$ cat config.mk
export PLATFORM = sky130hd
export DESIGN_NAME = cla_pipe_adder
export DESIGN_NICKNAME = d
export VERILOG_FILES = /design/src/rtl/cla_pipe_adder.sv
export SDC_FILE = /design/constraint.sdc
export NUM_CORES = 1
export LEC_CHECK = 0
export CORE_MARGIN = 4
export CORE_UTILIZATION = 30
export CTS_CLUSTER_DIAMETER = 150
export DETAILED_ROUTE_END_ITERATION = 10
export PLACE_DENSITY = 0.48
export REMOVE_ABC_BUFFERS = 1
export SETUP_SLACK_MARGIN = 0.1
export SYNTH_ARGS = -nofsm -noshare
export SYNTH_HDL_FRONTEND = slang
export SYNTH_SLANG_ARGS = --single-unit
$ cat constraint.sdc
create_clock -name clk -period 4.8 [get_ports clk]
set_input_delay 0.72 -clock clk [delete_from_list [all_inputs] [get_ports clk]]
set_output_delay 0.72 -clock clk [all_outputs]
set_load 0.02 [all_outputs]
$ cat src/rtl/cla_pipe_adder.sv
// Two-stage pipelined carry-lookahead adder/subtractor.
// Stage 1 captures per-bit propagate/generate terms and the carry-in.
// Stage 2 forms group generate/propagate, resolves group carries with a
// second-level lookahead, resolves in-group carries, and registers the result.
// A valid/ready handshake on both sides sustains one result per cycle.
module cla_pipe_adder #(
    parameter int WIDTH = 16,
    parameter int GROUP = 4
) (
    input  logic             clk,
    input  logic             reset,
    input  logic             in_valid,
    output logic             in_ready,
    input  logic [WIDTH-1:0] a,
    input  logic [WIDTH-1:0] b,
    input  logic             sub,
    input  logic             cin,
    output logic             out_valid,
    input  logic             out_ready,
    output logic [WIDTH-1:0] sum,
    output logic             cout,
    output logic             ovf
);

    localparam int NG = WIDTH / GROUP;

    // Carry-out of a GROUP-bit block when its carry-in is 0 (group generate).
    function automatic logic group_gen(input logic [GROUP-1:0] p, input logic [GROUP-1:0] g);
        logic gg;
        logic t;
        gg = 1'b0;
        for (int j = 0; j < GROUP; j++) begin
            t = g[j];
            for (int m = j + 1; m < GROUP; m++) begin
                t = t & p[m];
            end
            gg = gg | t;
        end
        return gg;
    endfunction

    // Flattened lookahead carries inside one group from its carry-in.
    function automatic logic [GROUP:0] in_group_carries(input logic [GROUP-1:0] p,
                                                         input logic [GROUP-1:0] g,
                                                         input logic ci);
        logic [GROUP:0] c;
        logic           t;
        c    = {(GROUP+1){1'b0}};
        c[0] = ci;
        for (int i = 0; i < GROUP; i++) begin
            t = ci;
            for (int j = 0; j <= i; j++) begin
                t = t & p[j];
            end
            c[i+1] = t;
            for (int j = 0; j <= i; j++) begin
                t = g[j];
                for (int m = j + 1; m <= i; m++) begin
                    t = t & p[m];
                end
                c[i+1] = c[i+1] | t;
            end
        end
        return c;
    endfunction

    // Flattened second-level lookahead across groups from the block carry-in.
    function automatic logic [NG:0] group_carries(input logic [NG-1:0] gg,
                                                  input logic [NG-1:0] gp,
                                                  input logic ci);
        logic [NG:0] c;
        logic        t;
        c    = {(NG+1){1'b0}};
        c[0] = ci;
        for (int i = 0; i < NG; i++) begin
            t = ci;
            for (int j = 0; j <= i; j++) begin
                t = t & gp[j];
            end
            c[i+1] = t;
            for (int j = 0; j <= i; j++) begin
                t = gg[j];
                for (int m = j + 1; m <= i; m++) begin
                    t = t & gp[m];
                end
                c[i+1] = c[i+1] | t;
            end
        end
        return c;
    endfunction

    // Stage 1 registers
    logic             s1_valid_q, s1_valid_d;
    logic [WIDTH-1:0] p_q, p_d;
    logic [WIDTH-1:0] g_q, g_d;
    logic             c0_q, c0_d;

    // Output registers
    logic             out_valid_q, out_valid_d;
    logic [WIDTH-1:0] sum_q, sum_d;
    logic             cout_q, cout_d;
    logic             ovf_q, ovf_d;

    // Combinational helpers
    logic             out_drain_s;
    logic [WIDTH-1:0] b_eff_s;
    logic [NG-1:0]    gg_s;
    logic [NG-1:0]    gp_s;
    logic [NG:0]      gc_s;
    logic [WIDTH:0]   c_s;

    // Output register can take a new beat when empty or draining this cycle;
    // stage 1 may accept when empty or when it advances into the output.
    always_comb begin
        out_drain_s = !out_valid_q || out_ready;
        in_ready    = !s1_valid_q || out_drain_s;
    end

    // Stage 1 next state: p/g capture of (a, b or ~b) and the effective carry-in.
    always_comb begin
        b_eff_s    = sub ? ~b : b;
        s1_valid_d = s1_valid_q;
        p_d        = p_q;
        g_d        = g_q;
        c0_d       = c0_q;
        if (in_ready) begin
            s1_valid_d = in_valid;
            if (in_valid) begin
                p_d  = a ^ b_eff_s;
                g_d  = a & b_eff_s;
                c0_d = sub | cin;
            end else begin
                p_d  = p_q;
                g_d  = g_q;
                c0_d = c0_q;
            end
        end else begin
            s1_valid_d = s1_valid_q;
        end
    end

    // Stage 2 lookahead: group terms, group carries, then in-group carries.
    always_comb begin
        logic [GROUP:0] grp_c;
        gg_s  = {NG{1'b0}};
        gp_s  = {NG{1'b0}};
        c_s   = {(WIDTH+1){1'b0}};
        grp_c = {(GROUP+1){1'b0}};
        for (int k = 0; k < NG; k++) begin
            gg_s[k] = group_gen(p_q[k*GROUP +: GROUP], g_q[k*GROUP +: GROUP]);
            gp_s[k] = &p_q[k*GROUP +: GROUP];
        end
        gc_s = group_carries(gg_s, gp_s, c0_q);
        // Ascending order: each group's carry-out slot is then rewritten by
        // the next group's carry-in, which is the same value.
        for (int k = 0; k < NG; k++) begin
            grp_c = in_group_carries(p_q[k*GROUP +: GROUP], g_q[k*GROUP +: GROUP], gc_s[k]);
            c_s[k*GROUP +: GROUP+1] = grp_c;
        end
    end

    // Output next state: load on drain, hold while stalled.
    always_comb begin
        out_valid_d = out_valid_q;
        sum_d       = sum_q;
        cout_d      = cout_q;
        ovf_d       = ovf_q;
        if (out_drain_s) begin
            out_valid_d = s1_valid_q;
            if (s1_valid_q) begin
                sum_d  = p_q ^ c_s[WIDTH-1:0];
                cout_d = gc_s[NG];
                ovf_d  = c_s[WIDTH-1] ^ c_s[WIDTH];
            end else begin
                sum_d  = sum_q;
                cout_d = cout_q;
                ovf_d  = ovf_q;
            end
        end else begin
            out_valid_d = out_valid_q;
        end
    end

    // State registers with asynchronous reset discarding all in-flight beats.
    always_ff @(posedge clk or posedge reset) begin
        if (reset) begin
            s1_valid_q  <= 1'b0;
            p_q         <= {WIDTH{1'b0}};
            g_q         <= {WIDTH{1'b0}};
            c0_q        <= 1'b0;
            out_valid_q <= 1'b0;
            sum_q       <= {WIDTH{1'b0}};
            cout_q      <= 1'b0;
            ovf_q       <= 1'b0;
        end else begin
            s1_valid_q  <= s1_valid_d;
            p_q         <= p_d;
            g_q         <= g_d;
            c0_q        <= c0_d;
            out_valid_q <= out_valid_d;
            sum_q       <= sum_d;
            cout_q      <= cout_d;
            ovf_q       <= ovf_d;
        end
    end

    // Outputs come straight from registers.
    always_comb begin
        out_valid = out_valid_q;
        sum       = sum_q;
        cout      = cout_q;
        ovf       = ovf_q;
    end

endmodule

# ---- Word level (Yosys, flattened, before mapping)
# Index checks and enable logic that the tools add are counted.
dict set report totals {
  reg_bits 53
  elab_cells 122
  input_bits 38
  out_inout_bits 20
}
dict set report classes {
  bitwise_logic 103
  muxes 1
  n_reduce_logical 10
}
# operator n
set op_table {}
lappend op_table {{$or A1 B1 Y1} 51}
lappend op_table {{$and A1 B1 Y1} 47}
lappend op_table {{$xor A16 B16 Y16} 2}
lappend op_table {{$and A16 B16 Y16} 1}
lappend op_table {{$mux W16} 1}
lappend op_table {{$not A16 Y16} 1}
lappend op_table {{$reduce_and A4 Y1} 4}
lappend op_table {{$reduce_and A2 Y1} 2}
lappend op_table {{$logic_not A1 Y1} 2}
lappend op_table {{$logic_or A1 B1 Y1} 2}
lappend op_table {{$xor A1 B1 Y1} 1}

# ---- Longest topological paths before layout
# Gate-level depths: netlist (run 1).
dict set report logic_depth {
  word_depth 20
  depth_mapped 11
  mapped_depth_nobuf 11
}

# ---- Least setup slack after synthesis (run 1)
# Ideal clock, no wire load.
dict set report synth_path {
  path_type {reg2reg}
  startpoint {reg g_q[5]}
  endpoint {reg ovf_q, in the netlist ovf}
  period_less_slack_ps 2230
  setup_slack_ps 2570
  path_buffers 0
  required_ps 4665
  setup_ps 135
  arrival_time_ps 2095
  stages_incl_launch_ff 11
  path_cell_list {dfrtp_1 a21o_1 a21oi_2 a31oi_1 a221o_1 ha_1 o21a_1 o21a_1 nor2_1 mux2i_1 o21ai_0}
}
dict set report synth_between {
  elab_chain_len 17
  elab_cells_between_ends 20
  classes_between {bitwise (20)}
}
# element line_no
set synth_lines {}
lappend synth_lines {{start, declared} 95} ;# logic [WIDTH-1:0] g_q, g_d;
lappend synth_lines {{start signal, assigned} 189} ;# g_q <= {WIDTH{1'b0}};
lappend synth_lines {{start signal, assigned} 198} ;# g_q <= g_d;
lappend synth_lines {{$and A1 B1 Y1 * (2 in a row)} --}
lappend synth_lines {{$or A1 B1 Y1 * (3 in a row)} 37} ;# gg = gg | t;
lappend synth_lines {{$and A1 B1 Y1 *} 84} ;# t = t & gp[m];
lappend synth_lines {{$or A1 B1 Y1 * (2 in a row)} 86} ;# c[i+1] = c[i+1] | t;
lappend synth_lines {{$and A1 B1 Y1 * (3 in a row)} 53} ;# t = t & p[j];
lappend synth_lines {{$and A1 B1 Y1} 53}
lappend synth_lines {{$or A1 B1 Y1 (4 in a row)} 61} ;# c[i+1] = c[i+1] | t;
lappend synth_lines {{$xor A1 B1 Y1 *} 173} ;# ovf_d = c_s[WIDTH-1] ^ c_s[WIDTH];
lappend synth_lines {{end signal, assigned} 203} ;# ovf_q <= ovf_d;
lappend synth_lines {{end, declared} 102} ;# logic ovf_q, ovf_d;
# Mark *: on every way between the ends. The rest lies on a longest branch, timed or not.
# A chain may end at the register's enable or synchronous reset.

# ---- Worst setup path after layout (run 1)
dict set report layout_path {
  startpoint {in out_ready}
  endpoint {out in_ready}
}
dict set report layout_between {
  elab_chain_len 2
}
# element line_no
set layout_lines {}
lappend layout_lines {{start, declared} 19} ;# input logic out_ready,
lappend layout_lines {{$logic_or A1 B1 Y1} 115} ;# out_drain_s = !out_valid_q || out_ready;
lappend layout_lines {{$logic_or A1 B1 Y1} 116} ;# in_ready = !s1_valid_q || out_drain_s;
lappend layout_lines {{end, declared} 13} ;# output logic in_ready,
# No other way between the ends.

==> results of run 1 <==
-- sequential cells by signal (all words and copies together), names as in the netlist --
name        flops
c0_q            1
cout            1
g_q            16
out_valid       1
ovf             1
p_q            16
s1_valid_q      1
sum            16
-- tightest hold or removal path: stages (launching register included) --
cell and delay [ps]:
dfrtp_1 350, nand2_1 50, o21ai_0 60
-- cells in the mapped netlist (2+ instances only) --
cell      instances
buf_2             3
a21oi_1           6
nand3_1           2
nor2_1            7
inv_1             3
nand4_1           2
dfrtp_1          53
nand2_1          16
o21a_1            9
clkbuf_1          2
ha_1             20
buf_4             3
xnor2_1           2
mux2_2           36
nor3_1            9
o31ai_1           8
nand2b_1          3
o21ai_0           8
xor2_1           18
-- power by group through the flow --
stage                     sequential, W  clock, W  combinational (W)
final                          0.000663  0.000314           0.000528
after global routing           0.000681  0.000349           0.000587
after CTS                      0.000666  0.000332           0.000539
after detailed placement       0.000674         0           0.000536
after global placement         0.000672         0           0.000531
after floorplan                0.000725         0           0.000241
-- cell type report --
class,count,area [µm²],share of cell area [%]
timing repair buffer,60,593,17.0
inverter,3,11.3,0.323
clock inverter,1,30.0,0.861
tap,108,135,3.88
multi-input combinational,159,1310,37.4
sequential,53,1330,38.0
clock buffer,7,86.3,2.48
-- metrics by stage --
step	hold slack, ps	power [W]
2_1_floorplan	476	0.000966
3_3_place_gp	462	0.00120
3_5_place_dp	473	0.00121
4_1_cts	496	0.00154
5_1_grt	515	0.00162
6_report	487	0.00150
-- cells in the final DEF, fill, tap and decap left out, types with 2 or more instances in the layout --
cell / count
dfrtp_1: 53
nor2_1: 7
clkdlybuf4s50_1: 57
buf_4: 3
nand4_1: 2
clkbuf_8: 6
nand3_1: 2
ha_1: 20
o21ai_0: 8
nand2b_1: 3
xnor2_1: 2
inv_1: 2
o31ai_1: 8
mux2_2: 36
a21oi_1: 6
nand2_1: 16
xor2_1: 18
o21a_1: 9
nor3_1: 9
-- per-layer routing --
metal	vias to the layer above	GRT usage, %
li1	917	-
met1	877	15.5
met2	38	18.2
met3	7	2.37
met4	0	4.24
met5	-	0
-- cell families after synthesis --
family / Yosys count / share of synthesized area (%)
flip-flops: 53 / 49.3
AND/OR/NAND/NOR: 43 / 7.59
AO/OA/AOI/OAI: 39 / 9.68
multiplexers: 37 / 15.5
XOR/XNOR: 20 / 6.52
adder cells (fa/ha/maj): 20 / 9.31
buffers and inverters: 11 / 2.09
-- how the worst min path moves through the flow --
stage	to	startpoint	slack, ps
global placement	sum[15]$_DFFE_PP0P_	sum[15]$_DFFE_PP0P_	460
global route	ovf$_DFFE_PP0P_	ovf$_DFFE_PP0P_	520
floorplan	c0_q$_DFFE_PP0P_	c0_q$_DFFE_PP0P_	480
CTS	sum[15]$_DFFE_PP0P_	sum[15]$_DFFE_PP0P_	500
detailed placement	sum[13]$_DFFE_PP0P_	sum[13]$_DFFE_PP0P_	470
finish	sum[3]$_DFFE_PP0P_	sum[3]$_DFFE_PP0P_	490
==> flow_summary_export.csv, run 1 <==
group,metric,value,unit
power_and_ir_drop,power_frac_seq,44.1,%
placed_design,dp_hpwl,4080,µm
grt,grt_pass1_wl,9260,µm
setup_path,path_delay_family,"buffers and inverters",
clock_network,cts_tree,"built",
final_layout,fin_area,0.00349,mm²
placed_design,globalplace.congestion,0.735,
yosys,synth_cells,223,
clock_network,hold_buffers,0,
timing,layout_setup_ws,2140,ps
route,vias,1839,
clock_network,cts_resized,0,
timing,final_hold_viol_count,0,
clock_network,cts_sinks,53,
timing,max-slew-margin-rel,27.8,%
route,wire_per_inst,14.5,µm
grt,grt_pass1_vias,1851,
final_layout,layout.nets,340,
route,highest_layer,"met4",
route,wirelength,5680,µm
clock_network,cts.path.max_buffers,2,
clock_network,ctsHtreeMaxLevel,2,
route,wl_met3,284,µm
power_and_ir_drop,ir_drop,146,µV
route,drtAntennaViolNets,0,
floorplanning,start_util,30.8,%
final_layout,drive_above_1_share,17.3,%
setup_path,cp-endpoint,"in_ready",
route,drtIter0Drc,36,
job,max_cap_violations,0,
yosys,avgSynthCellArea,12.1,µm²
setup_path,r2r_cells,10,
route,drc,0,
setup_path,slowest_stage,"clkdlybuf4s50_1",
yosys,synth_top_cell_by_area,"dfrtp_1",
yosys,async_flop_share,100,%
route,drt-vias-per-instance,4.70,
timing,worst_slew_pin_slew,1080,ps
setup_path,cp.depth,3,
placed_design,dp_slack,1950,ps
placed_design,post_dp_cell_area,0.00337,mm²
grt,grt_max_degree,54,
floorplanning,die_area,0.0105,mm²
setup_path,start_kind,"primary input",
power_and_ir_drop,clkPwrFrac,20.9,%
final_layout,fillers,850,
placed_design,io_buffers,57,
final_layout,layout.cells.non_filler,391,
final_layout,diodes,0,
route,met2_length,2570,µm
final_layout,area_growth,29.7,%
grt,grt-ovfl-total,0,
timing,fin_crit_sh,55.4,%
yosys,synth_area_leaders,"dfrtp_1, mux2_2, ha_1",
yosys,ys_seq_elements,53,
power_and_ir_drop,combPwrFrac,35.1,%
setup_path,timing.rr.start,"c0_q$_DFFE_PP0P_",
setup_path,worst_ep_required_time,4080,ps
timing,fin_crit,2660,ps
setup_path,r2r_end,"ovf$_DFFE_PP0P_",
yosys,syn_area,0.00269,mm²
floorplanning,rows,34,
yosys,yosysSeqAreaShare,49.3,%
power_and_ir_drop,p_sw,0.000485,W
setup_path,path_max_fanout,3,
timing,setup_viol,0,
yosys,synth.distinct_cells,32,
route,drt_first_pass_iters,4,
clock_network,cts_setup_buffers,0,
setup_path,crit_start,"out_ready",
setup_path,worstPathCellList,"clkdlybuf4s50_1, nand3b_1, clkdlybuf4s50_1",
power_and_ir_drop,p_leak,1.52,nW
outcome,status,"completed",
timing,max_freq,376,MHz
timing,rsz0062_at_grt,"false",
timing,finClkSkew,11.8,ps
yosys,yosys_most_used_dff,"dfrtp_1",
clock_network,cts_root_buffer,"clkbuf_8",
floorplanning,pin_count,58,
setup_path,slowest_delay,620,ps
yosys,synth_top_area_share,49.3,%
setup_path,crit_path_end_kind,"output pin",
power_and_ir_drop,p_per_area,432,mW/mm²
floorplanning,die_height,103,µm
timing,setup_tns,0,ps
setup_path,path_buf_inv,2,
clock_network,worstSkewPairLatency,310,ps
power_and_ir_drop,swShare,32.2,%
yosys,yosysWarningCount,0,
clock_network,numCtsBuffers,5,
clock_network,path_clk_slew,90,ps
min_path,hold_path_depth,2,
setup_path,cp.arrival,1940,ps
timing,final_max_slew_viol_count,0,
power_and_ir_drop,intPower,0.00102,W
placed_design,dp_cells,383,
setup_path,critical_path_class,"in2out",
yosys,synth_enable_flop_cells,0,
floorplanning,die_width,103,µm
grt,antenna_found_initial,0,
setup_path,critPathMostFrequentCell,"clkdlybuf4s50_1",
floorplanning,coreArea,0.00872,mm²
final_layout,fin_util,40.0,%
min_path,hp-class,"reg2reg",
route,wl_met1,2730,µm
setup_path,r2r_slack,2250,ps
grt,grt.total_usage,11.5,%
Note: power is estimated with default switching activity, not from simulation.
==> inputs of run 2 (changes only) <==
--- a/config.mk
+++ b/config.mk
@@ -9,7 +9,7 @@
 export CORE_UTILIZATION = 30
 export CTS_CLUSTER_DIAMETER = 150
 export DETAILED_ROUTE_END_ITERATION = 10
-export PLACE_DENSITY = 0.48
+export PLACE_DENSITY = 0.5
 export REMOVE_ABC_BUFFERS = 1
 export SETUP_SLACK_MARGIN = 0.1
 export SYNTH_ARGS = -nofsm -noshare
==> constraint.sdc (replaced) <==
create_clock -name clk -period 2.2 [get_ports clk]
set_input_delay 0.33 -clock clk [delete_from_list [all_inputs] [get_ports clk]]
set_output_delay 0.33 -clock clk [all_outputs]
set_load 0.02 [all_outputs]
==> run 2 against run 1 <==
  * Worst setup slack lost 2200 ps
  * Global-route usage shrank 0.15 points
  * The flow now finishes with violations (setup timing)
  * Critical path depth grew 7
  * Largest cell class is now multi-input combinational cells
  * Sequential power grew 110%
==> flow_summary_export.csv, run 2 (synthesis gave the netlist of run 1 again) <==
group,metric,value,unit
outcome,status,"finished with violations",
outcome,violations,"setup timing",
setup_path,cp.arrival,2500,ps
timing,final_hold_viol_count,0,
final_layout,register_area,0.00133,mm²
route,drtIter0Drc,55,
final_layout,final_cell_mix,"clkdlybuf4s50_1, dfrtp_1, mux2_2",
grt,antenna_found_initial,0,
placed_design,io_buffers,57,
clock_network,cts_root_buffer,"clkbuf_8",
timing,rsz0062_at_grt,"true",
setup_path,path_buf_inv,0,
setup_path,path_delay_family,"compound AO/OA/AOI/OAI gates",
timing,max-slew-margin-rel,60.2,%
floorplanning,pin_count,58,
final_layout,fin_area,0.00382,mm²
grt,grt-ovfl-total,0,
clock_network,hold_buffers,0,
grt,grt_pass1_wl,9370,µm
grt,grt_pass1_vias,2012,
timing,setup_viol,3,
setup_path,worst_ep_required_time,2390,ps
route,wirelength,5720,µm
setup_path,crit_path_end_kind,"register",
final_layout,fillers,827,
job,max_cap_violations,0,
clock_network,numCtsBuffers,5,
power_and_ir_drop,ir_drop,423,µV
setup_path,path_max_fanout,2,
floorplanning,die_width,103,µm
clock_network,cts.path.max_buffers,2,
timing,worst_slew_pin_slew,597,ps
grt,grt.total_usage,11.3,%
setup_path,start_kind,"register",
timing,fin_crit_sh,105,%
floorplanning,rows,34,
final_layout,layout.nets,372,
placed_design,dp_slack,-194,ps
route,drt-vias-per-instance,4.60,
floorplanning,start_util,30.8,%
final_layout,diodes,0,
grt,grt_max_degree,35,
setup_path,slowest_stage,"dfrtp_1",
timing,max_freq,433,MHz
route,wire_per_inst,13.5,µm
timing,final_max_slew_viol_count,0,
timing,layout_setup_ws,-109,ps
floorplanning,die_height,103,µm
route,drc,0,
placed_design,post_dp_cell_area,0.00364,mm²
clock_network,worstSkewPairLatency,300,ps
placed_design,dp_hpwl,4220,µm
timing,finClkSkew,3.96,ps
final_layout,area_growth,42.1,%
route,drtAntennaViolNets,0,
final_layout,fin_util,43.8,%
final_layout,drive_above_1_share,28.3,%
route,vias,1945,
clock_network,cts_sinks,53,
setup_path,critical_path_class,"reg2reg",
placed_design,globalplace.congestion,0.762,
min_path,hp-class,"in2async",
route,drt_first_pass_iters,4,
clock_network,ctsHtreeMaxLevel,2,
final_layout,multiInputGateArea,0.00133,mm²
floorplanning,coreArea,0.00872,mm²
power_and_ir_drop,p_leak,1.71,nW
final_layout,layout.cells.non_filler,423,
floorplanning,die_area,0.0105,mm²
placed_design,dp_cells,412,
setup_path,worstPathCellList,"a21oi_1, o22ai_2, nand4bb_1, a221o_1, ha_2, o21a_1, o21a_1, nor2_2, mux2i_1, o21ai_1",
clock_network,cts_tree,"built",
clock_network,path_clk_slew,100,ps
setup_path,critPathMostFrequentCell,"o21a_1",
final_layout,final_common_cell,"clkdlybuf4s50_1",
timing,fin_crit,2310,ps
setup_path,slowest_delay,390,ps
power_and_ir_drop,p_per_area,940,mW/mm²
run 2: cell type report:
class                   count  area share [%]
multi-input cells         159            34.8
inverters                   3           0.295
clock inverters             3            1.70
well taps                 108            3.54
clock buffers               5            1.80
flip-flops and latches     53            34.7
repair buffers             92            23.1
run 2: path summary, 6_finish.rpt:
path | startpoint | endpoint | slack (ps) | cells after the start
max | c0_q$_DFFE_PP0P_ | ovf$_DFFE_PP0P_ | -110 | 10
min | reset | g_q[2]$_DFFE_PP0P_ | 410 | 2
max reg2reg | c0_q$_DFFE_PP0P_ | ovf$_DFFE_PP0P_ | -110 | 10
min reg2reg | sum[2]$_DFFE_PP0P_ | sum[2]$_DFFE_PP0P_ | 490 | 2
max in group asynchronous | reset | p_q[6]$_DFFE_PP0P_ | 1230 | 3
min in group clk | sum[2]$_DFFE_PP0P_ | sum[2]$_DFFE_PP0P_ | 490 | 2
run 2: metrics by stage:
step	setup TNS [ps]	power [W]	hold WS, ps
floorplan	-51.1	0.00211	438
global placement	-268	0.00282	463
detailed placement	-464	0.00283	471
CTS	-293	0.00363	432
global route	-950	0.00384	457
finish	-204	0.00359	414
run 2: repair_timing:
action	CTS	global route
endpoints found under the hold margin	0	0
buffers inserted	0	3
endpoints found under the setup margin	8	9
resized for setup	5	4
pin swaps	0	1
run 2: power by group:
group	total [W]	switching (W)	internal [W]
logic	0.00141	0.000607	0.000800
registers	0.00141	0.000179	0.00123
clock network	0.000772	0.000320	0.000452
run 2: per-layer routing:
layer | GRT usage [%] | routed length (µm)
met2 | 18.9 | 2790
met3 | 2.71 | 294
met5 | 0 | 0
met1 | 14.5 | 2570
met4 | 3.73 | 64
==> inputs of run 3 (changes only) <==
--- a/config.mk
+++ b/config.mk
@@ -6,10 +6,10 @@
 export NUM_CORES = 1
 export LEC_CHECK = 0
 export CORE_MARGIN = 4
-export CORE_UTILIZATION = 30
+export CORE_UTILIZATION = 46
 export CTS_CLUSTER_DIAMETER = 150
 export DETAILED_ROUTE_END_ITERATION = 10
-export PLACE_DENSITY = 0.5
+export PLACE_DENSITY = 0.72
 export REMOVE_ABC_BUFFERS = 1
 export SETUP_SLACK_MARGIN = 0.1
 export SYNTH_ARGS = -nofsm -noshare
==> run 3 against run 2 <==
  * The run still ends with setup timing left
  * Register-to-register slack got worse by 20 ps
  * Global-route usage is 5.0 points higher
  * Largest power group is now combinational logic
  * Core utilization grew 24 points
  * Hold slack gained 2.8 ps
  * Highest routed layer unchanged
  * Die area down 32%
  * Combinational power barely moved
  * First-iteration DRC count is 35% lower
  * Flip-flop and latch count stayed put
  * Sequential power is essentially flat
  * Maximum frequency shrank 0.71%
==> flow_summary_export.csv, run 3 (synthesis gave the netlist of run 1 again) <==
group,metric,value,unit
clock_network,worstSkewPairLatency,300,ps
final_layout,final_cell_mix,"clkdlybuf4s50_1, dfrtp_1, mux2_2, buf_4",
grt,grt_pass1_vias,2145,
setup_path,cp.arrival,2510,ps
timing,layout_setup_ws,-126,ps
clock_network,ctsHtreeMaxLevel,2,
floorplanning,coreArea,0.00557,mm²
power_and_ir_drop,p_leak,1.70,nW
outcome,status,"finished with violations",
final_layout,layout.nets,377,
route,drt_first_pass_iters,4,
clock_network,cts_root_buffer,"clkbuf_8",
final_layout,multiInputGateArea,0.00134,mm²
final_layout,drive_above_1_share,29.1,%
floorplanning,die_width,84.4,µm
job,max_cap_violations,0,
grt,met3_usage,3.63,%
clock_network,cts_tree,"built",
timing,setup_viol,4,
final_layout,diodes,0,
timing,max-slew-margin-rel,60.1,%
floorplanning,pin_count,58,
setup_path,worst_ep_required_time,2390,ps
timing,worst_slew_pin_slew,597,ps
setup_path,slowest_stage,"dfrtp_1",
floorplanning,die_height,84.4,µm
timing,fin_crit_sh,106,%
setup_path,start_kind,"register",
route,wirelength,5640,µm
min_path,hp-class,"in2async",
route,drtAntennaViolNets,0,
grt,grt.total_usage,16.4,%
grt,grt_max_degree,35,
setup_path,path_buf_inv,0,
clock_network,numCtsBuffers,5,
placed_design,io_buffers,57,
setup_path,path_delay_family,"compound AO/OA/AOI/OAI gates",
grt,met1_usage,20.3,%
final_layout,register_area,0.00133,mm²
clock_network,path_clk_slew,90,ps
grt,grt_use_met2,29.1,%
placed_design,dp_slack,-202,ps
setup_path,worstPathCellList,"a21o_1, a21oi_2, nand4bb_1, a221o_1, ha_2, o21a_1, o21a_1, nor2_2, mux2i_1, o21ai_1",
placed_design,globalplace.congestion,0.783,
floorplanning,rows,27,
setup_path,path_max_fanout,3,
grt,antenna_found_initial,0,
grt,top_usage_layer,"met2",
timing,finClkSkew,5.71,ps
floorplanning,die_area,0.00713,mm²
final_layout,fillers,442,
outcome,violations,"setup timing",
power_and_ir_drop,p_per_area,900,mW/mm²
timing,final_max_slew_viol_count,0,
timing,max_freq,430,MHz
timing,setup_tns,-323,ps
timing,rsz0062_at_grt,"true",
clock_network,cts_sinks,53,
setup_path,critPathMostFrequentCell,"o21a_1",
floorplanning,start_util,48.2,%
route,drtIter0Drc,36,
power_and_ir_drop,ir_drop,484,µV
route,drc,0,
route,drt-vias-per-instance,5.13,
setup_path,crit_path_end_kind,"register",
timing,final_hold_viol_count,0,
setup_path,slowest_delay,390,ps
final_layout,final_common_cell,"clkdlybuf4s50_1",
grt,grt-ovfl-total,0,
setup_path,critical_path_class,"reg2reg",
final_layout,area_growth,39.9,%
clock_network,cts.path.max_buffers,2,
route,wire_per_inst,14.4,µm
grt,grt_pass1_wl,9580,µm
placed_design,dp_hpwl,4120,µm
route,vias,2009,
timing,fin_crit,2330,ps
==> run 3: changes by cell type in the layout (fill, tap and decap cells not counted) <==
cell / change
or2_2: -1
nor3_1: -1
clkbuf_1: +3
bufinv_16: -2
or2_4: +1
buf_6: +1
buf_12: -1
o31ai_1: -1
o31ai_2: +1
buf_4: +5
clkinv_2: -1
nor3_2: +1
==> run 3: area by class of cell <==
type                            instances  share of cell area (%)
Multi-Input combinational cell        159                    35.7
Sequential cell                        53                    35.3
Timing Repair Buffer                   97                    24.3
Tap cell                               72                    2.40
Clock buffer                            8                    2.13
Inverter                                3                   0.299
==> run 3: worst paths after layout <==
kind,end,from,slack (ps),cells past startpoint
min in group clk,sum[7]$_DFFE_PP0P_,sum[7]$_DFFE_PP0P_,490,2
worst max register to register,ovf$_DFFE_PP0P_,g_q[5]$_DFFE_PP0P_,-130,10
worst min register to register,sum[7]$_DFFE_PP0P_,sum[7]$_DFFE_PP0P_,490,2
worst max-delay path,ovf$_DFFE_PP0P_,g_q[5]$_DFFE_PP0P_,-130,10
max in group asynchronous,p_q[8]$_DFFE_PP0P_,reset,1230,3
worst min-delay path,p_q[12]$_DFFE_PP0P_,reset,420,2
==> run 3: metal layers <==
metal	vias up	routed length [µm]
met5	-	0
met4	0	55
met3	7	277
met2	44	2880
met1	972	2430
li1	986	-
==> run 3: worst register-to-register path: cells and delay by family (launching register included) <==
kind                     cells  cell delay, ps
AO/OA/AOI/OAI                6            1160
adder cells (fa/ha/maj)      1             190
multiplexers                 1             210
AND/OR/NAND/NOR              2             260
flip-flops                   1             390
==> run 3: report_power, final <==
part           internal (W)  switching (W)  leakage (nW)
Combinational      0.000818       0.000626          1.02
Clock              0.000227       0.000301        0.0395
Sequential          0.00123       0.000182         0.643
==> run 3: what timing repair did <==
item	in CTS	in global routing
pin swaps	3	5
setup endpoints to repair	7	8
resized for setup	11	2
hold buffers	0	0
setup buffers	3	5
==> run 3: through the flow <==
step                      cell area [µm²]  cells  hold WS, ps  total power [W]  utilization (%)
after global placement               3580    376          460          0.00277             64.2
final                                3760    392          416          0.00338             67.5
after floorplan                      2640    215          438          0.00211                -
after global routing                 3760    392          465          0.00361             67.5
after detailed placement             3580    376          470          0.00281             64.2
after CTS                            3720    387          436          0.00339             66.7
